`config.mk`:
```
export PLATFORM = sky130hd
export DESIGN_NAME = btn_pulse_shaper
export DESIGN_NICKNAME = d
export VERILOG_FILES = /design/src/rtl/btn_pulse_shaper.sv
export SDC_FILE = /design/constraint.sdc
export NUM_CORES = 1
export LEC_CHECK = 0
export ABC_AREA = 1
export BUFFER_PORTS_ARGS = -buffer_cell sky130_fd_sc_hd__buf_2
export CAP_MARGIN = 20
export CORE_MARGIN = 2
export CORE_UTILIZATION = 38
export CTS_CLUSTER_DIAMETER = 50
export DETAILED_ROUTE_END_ITERATION = 8
export HOLD_SLACK_MARGIN = 0.12
export PLACE_DENSITY = 0.5
export SLEW_MARGIN = 25
export SYNTH_ARGS = -nofsm -noshare
export SYNTH_HDL_FRONTEND = slang
export SYNTH_SLANG_ARGS = --single-unit
export TNS_END_PERCENT = 100
```
`constraint.sdc`:
```
create_clock -name CLK -period 1.8 [get_ports CLK]
set_clock_uncertainty 0.05 [all_clocks]
set_input_delay 0.54 -clock CLK [delete_from_list [all_inputs] [get_ports CLK]]
set_output_delay 0.54 -clock CLK [all_outputs]
set_load 0.005 [all_outputs]
```
`src/rtl/btn_pulse_shaper.sv`:
```
// rtl/btn_pulse_shaper.sv - synchronize, debounce and pulse-shape an active-low push button
module btn_pulse_shaper #(
    parameter int DB_CYCLES = 4,
    parameter int CNT_W     = 16
) (
    input  logic CLK,
    input  logic RST,
    input  logic btn_n,
    output logic pulse_out,
    output logic pressed
);

    typedef enum logic [2:0] {
        IDLE       = 3'd0,
        PRESS_DB   = 3'd1,
        PULSE      = 3'd2,
        HELD       = 3'd3,
        RELEASE_DB = 3'd4
    } state_t;

    // Last debounce count before a level is accepted; the counter never goes past it.
    localparam logic [CNT_W-1:0] CNT_MAX = CNT_W'(DB_CYCLES - 1);

    state_t           state;
    state_t           state_nxt;
    logic [CNT_W-1:0] cnt;
    logic [CNT_W-1:0] cnt_nxt;
    logic             s1;
    logic             s2;
    logic             btn_s;

    assign btn_s = s2;

    // Two-flop synchronizer; inverts so that 1 means pressed, resets to released.
    always_ff @(posedge CLK) begin
        if (!RST) begin
            s1 <= 1'b0;
            s2 <= 1'b0;
        end else begin
            s1 <= ~btn_n;
            s2 <= s1;
        end
    end

    // State, debounce counter and registered outputs decoded from the next state.
    always_ff @(posedge CLK) begin
        if (!RST) begin
            state     <= IDLE;
            cnt       <= '0;
            pulse_out <= 1'b0;
            pressed   <= 1'b0;
        end else begin
            state     <= state_nxt;
            cnt       <= cnt_nxt;
            pulse_out <= (state_nxt == PULSE);
            pressed   <= (state_nxt == PULSE) || (state_nxt == HELD) ||
                         (state_nxt == RELEASE_DB);
        end
    end

    // Debounce transitions: a level must persist DB_CYCLES samples inside a DB state.
    always_comb begin
        state_nxt = state;
        cnt_nxt   = cnt;
        case (state)
            IDLE: begin
                if (btn_s) begin
                    state_nxt = PRESS_DB;
                    cnt_nxt   = '0;
                end
            end
            PRESS_DB: begin
                if (!btn_s) begin
                    state_nxt = IDLE;
                    cnt_nxt   = '0;
                end else if (cnt == CNT_MAX) begin
                    state_nxt = PULSE;
                    cnt_nxt   = '0;
                end else begin
                    cnt_nxt = cnt + CNT_W'(1);
                end
            end
            PULSE: begin
                state_nxt = HELD;
                cnt_nxt   = '0;
            end
            HELD: begin
                if (!btn_s) begin
                    state_nxt = RELEASE_DB;
                    cnt_nxt   = '0;
                end
            end
            RELEASE_DB: begin
                if (btn_s) begin
                    state_nxt = HELD;
                    cnt_nxt   = '0;
                end else if (cnt == CNT_MAX) begin
                    state_nxt = IDLE;
                    cnt_nxt   = '0;
                end else begin
                    cnt_nxt = cnt + CNT_W'(1);
                end
            end
            default: begin
                state_nxt = IDLE;
                cnt_nxt   = '0;
            end
        endcase
    end

endmodule

```
==> results.md <==
Status:
- The flow ran to the end, and the final reports show no timing, DRC or antenna violations.

Worst setup path:
- In this run the worst setup path terminates at cnt[6].
- The largest single stage delay on the critical path is 420 ps.
- The slowest cell on the critical path is sky130_fd_sc_hd__dfxtp_1.
- The startpoint type of the worst setup path is a register.
- The startpoint of the worst register-to-register path is cnt[0].
- The critical path crosses 10 cells after its start point.
- Across all register-to-register paths, the minimum setup slack is 230 ps.
- On the critical path the largest part of the delay comes from simple AND/OR/NAND/NOR gates.
- Tracing the worst setup path back leads to its startpoint at cnt[0].
- The capture point of the worst reg-to-reg path is cnt[6].
- The arrival time of the worst setup path is 1760 ps.
- Walking the worst path, the cells encountered are ha_2, inv_1, nor2_1, nand2_1, nor2_1, nand2_1, nand2_2, nand2_4, nand2_4, nor2_1.
- The cell that appears most often on the critical path is sky130_fd_sc_hd__nor2_1.
- The number of buffers and inverters on the critical path is 1.
- The endpoint required time on the critical path is 1990 ps.
- The startpoint-to-endpoint class of the critical path is reg -> reg.
- The count of cells along the worst register-to-register path is 10.
- The largest fanout of any net on the critical path is 9.
- The kind of end point of the critical path is a register.

Power and ir drop:
- The worst-case IR drop observed on VDD is 0.000257 V.
- The analysis attributes to cell leakage a power of 0.557 nW.
- Total power for the finished layout comes to 815 µW.
- The power density over the cells is 573 nW/µm².

GRT:
- The first global-routing pass estimated 5110 µm of wire.
- The initial antenna violation count is 0.
- Global routing used 16.5% of the available tracks.
- Entering global routing, the biggest net connects 14 pins.
- The via count of the first global-routing pass is 1073.
- The total congestion overflow after global routing is 0.

Timing:
- The number of pins with negative max-slew slack in the final report is 0.
- The number of failing hold endpoints at the final stage was 0.
- Dividing the final minimum period by the clock period gives 87.5%.
- The number of endpoints failing setup at the final stage is 0.
- Measured against its own limit, the worst slew margin works out to 80.5%.
- Setup repair after global routing left no endpoint under its margin.
- The slew at the pin with the worst max-slew slack is 291 ps.
- Timing would allow up to 0.635 GHz.
- The time the final worst path needs with I/O delays and setup is 1570 ps.
- The final hold slack is 287 ps.
- Setup total negative slack on the finished layout was measured at 0 ps.

Floorplan:
- The initial cell density of the core is 39.6%.
- Row generation in the floorplan step produced 21 rows.
- After floorplanning, the core was sized to cover 3360 µm².
- The width of the die is 63.2 µm.
- The overall die height is 63.2 µm.
- The die covers 4000 µm².
- Pin placement for this block handled 5 I/O pins.

Final layout:
- From synthesis to final layout, the design area changed by 6.67%.
- The leading cell type in the layout, fill and taps excluded is sky130_fd_sc_hd__nand2_1.
- The number of antenna diodes in the final layout is 0.
- Of the cells placed in the final design, the portion with a size suffix greater than 1 is 16.3%.
- The net total in the final layout is 214.
- In the layout the commonest cells are sky130_fd_sc_hd__nand2_1 (49), sky130_fd_sc_hd__nor2_1 (33), sky130_fd_sc_hd__nand3_1 (23).

Yosys:
- The cell area after technology mapping is 1330 µm².
- The share of cell area taken by muxes after synthesis is 0%.
- The total nets after synthesis is 208.
- The total of warnings raised by yosys is 0.
- The XOR/XNOR share of the synthesized area is 1.31%.
- The synthesized area per cell is 6.53 µm².
- The synthesized netlist devotes 7.79% of its cell area to compound gates.
- Of the total synthesized cell area, the portion taken by AND, OR, NAND and NOR gates is 46.9%.
- The count of different cell masters after synthesis is 24.
- The flop and latch count out of synthesis is 23.
- By area, the combinational part of the netlist is dominated by simple AND/OR/NAND/NOR gates.
- The cell count after synthesis is 204.
- Summing the areas of all fa, ha and maj instances in the mapped netlist gives 0.939% of the synthesized area.
- Summing the sequential cell areas from Yosys gives 34.6% of the chip area.

Drt:
- The number of DRC violations after detailed-routing iteration 0 is 87.
- The remaining antenna violation count after routing is 0.
- After detailed routing, the average wire length per cell comes to 11.6 µm.
- The via count normalized by instance count is 4.87.
- The first-pass iteration count of the detailed router is 4.
- The final routed wirelength across all metal layers is 2960 µm.
- In the routed design, unresolved DRC markers number 0.
- The via total after detailed routing is 1241.

Placement:
- The count of input and output buffers is 4.
- The final weighted congestion in routability-driven placement is 0.864.
- The post-DP HPWL is 2300 µm.

Clocking:
- CTS placed an instance of sky130_fd_sc_hd__clkbuf_4 at the clock tree root.
- For the worst-skew pair, the clock arrives at the later sink with an insertion delay of 330 ps.
- TritonCTS built the clock tree.
- In this run the number of H-tree levels came out at 1.
- The number of buffers between clock root and the deepest sink is 2.
- The total setup buffers inserted after CTS is 0.
- The clock drives 23 sinks.
- The clock transition at the registers of the reported paths is 130 ps.
- TritonCTS created 3 clock buffers.

Flow run:
- Across the run, the number of max-cap violations was 0.

Worst hold path:
- The min-delay analysis places its worst path in the category in -> reg.
==> Yosys cell counts <==
library cell / count / area, µm²
sky130_fd_sc_hd__buf_2: 1 / 5.00
sky130_fd_sc_hd__inv_1: 21 / 78.8
sky130_fd_sc_hd__a21oi_1: 7 / 35.0
sky130_fd_sc_hd__a21oi_2: 1 / 8.76
sky130_fd_sc_hd__clkbuf_1: 1 / 3.75
sky130_fd_sc_hd__inv_2: 4 / 15.0
sky130_fd_sc_hd__o21ai_0: 8 / 40.0
sky130_fd_sc_hd__nand2_4: 3 / 33.8
sky130_fd_sc_hd__nand2_1: 49 / 184
sky130_fd_sc_hd__nand2_2: 6 / 37.5
sky130_fd_sc_hd__o21ai_2: 1 / 8.76
sky130_fd_sc_hd__nor2_4: 4 / 45.0
sky130_fd_sc_hd__nand4_1: 5 / 31.3
sky130_fd_sc_hd__o21ai_1: 1 / 5.00
sky130_fd_sc_hd__nor2_2: 3 / 18.8
sky130_fd_sc_hd__dfxtp_1: 23 / 460
sky130_fd_sc_hd__nor3_1: 3 / 15.0
sky130_fd_sc_hd__xor2_1: 2 / 17.5
sky130_fd_sc_hd__ha_1: 1 / 12.5
sky130_fd_sc_hd__nand3_2: 2 / 20.0
sky130_fd_sc_hd__a31oi_1: 1 / 6.26
sky130_fd_sc_hd__nor2_1: 33 / 124
sky130_fd_sc_hd__buf_6: 1 / 11.3
sky130_fd_sc_hd__nand3_1: 23 / 115
==> registers in the layout, indices dropped and copies added (netlist names) <==
name       count
btn_s          1
cnt           16
pressed        1
pulse_out      1
s1             1
state          3
==> layout make-up <==
type | instances | area (µm²)
fillers | 400 | 1940
multi-input cells | 153 | 761
flip-flops and latches | 23 | 462
inverters | 25 | 93.8
well taps | 46 | 57.6
clock buffers | 3 | 22.5
repair buffers | 4 | 20.0
clock inverters | 1 | 5.00
==> worst min path at each step <==
stage | from | endpoint | slack [ps] | cells after the start
after detailed placement | s1 | btn_s | 360 | 2
after global placement | s1 | btn_s | 360 | 2
after CTS | btn_n | s1 | 280 | 2
after global routing | btn_n | s1 | 260 | 2
final | btn_n | s1 | 290 | 2
after floorplan | s1 | btn_s | 340 | 2
==> stage by stage <==
step	cell area, µm²	setup slack (ps)	instances	util (%)
after floorplan	1330	391	204	-
after global placement	1390	272	251	41.3
after detailed placement	1390	193	251	41.3
after CTS	1420	176	255	42.2
after global routing	1420	18.9	255	42.3
final	1420	225	255	42.3
==> report_power, final <==
part | internal (mW) | switching (mW)
Combinational | 0.0118 | 0.0323
Clock | 0.0837 | 0.171
Sequential | 0.512 | 0.00381
Total | 0.607 | 0.207
==> kinds of logic (layout without fill, tap and decap cells) <==
family	after synthesis	in the layout
buffers and inverters	28	33
DFF	23	23
AOI/OAI and AO/OA	19	19
and+or+nand+nor	131	131
xor gates and xnor gates	2	2
adders and majority gates	1	1
==> metal layers <==
metal | vias up | global-route usage [%] | routed length (µm)
met5 | - | 0 | 0
li1 | 664 | - | -
met4 | 0 | 7.34 | 59
met3 | 5 | 2.68 | 106
met2 | 28 | 25.9 | 1320
met1 | 544 | 22.2 | 1480
==> repair_timing <==
action,4_1_cts,5_1_grt
hold buffers,0,0
gates resized for setup,0,2
endpoints found under the setup margin,0,1
Power figures use the tool's default switching activity.
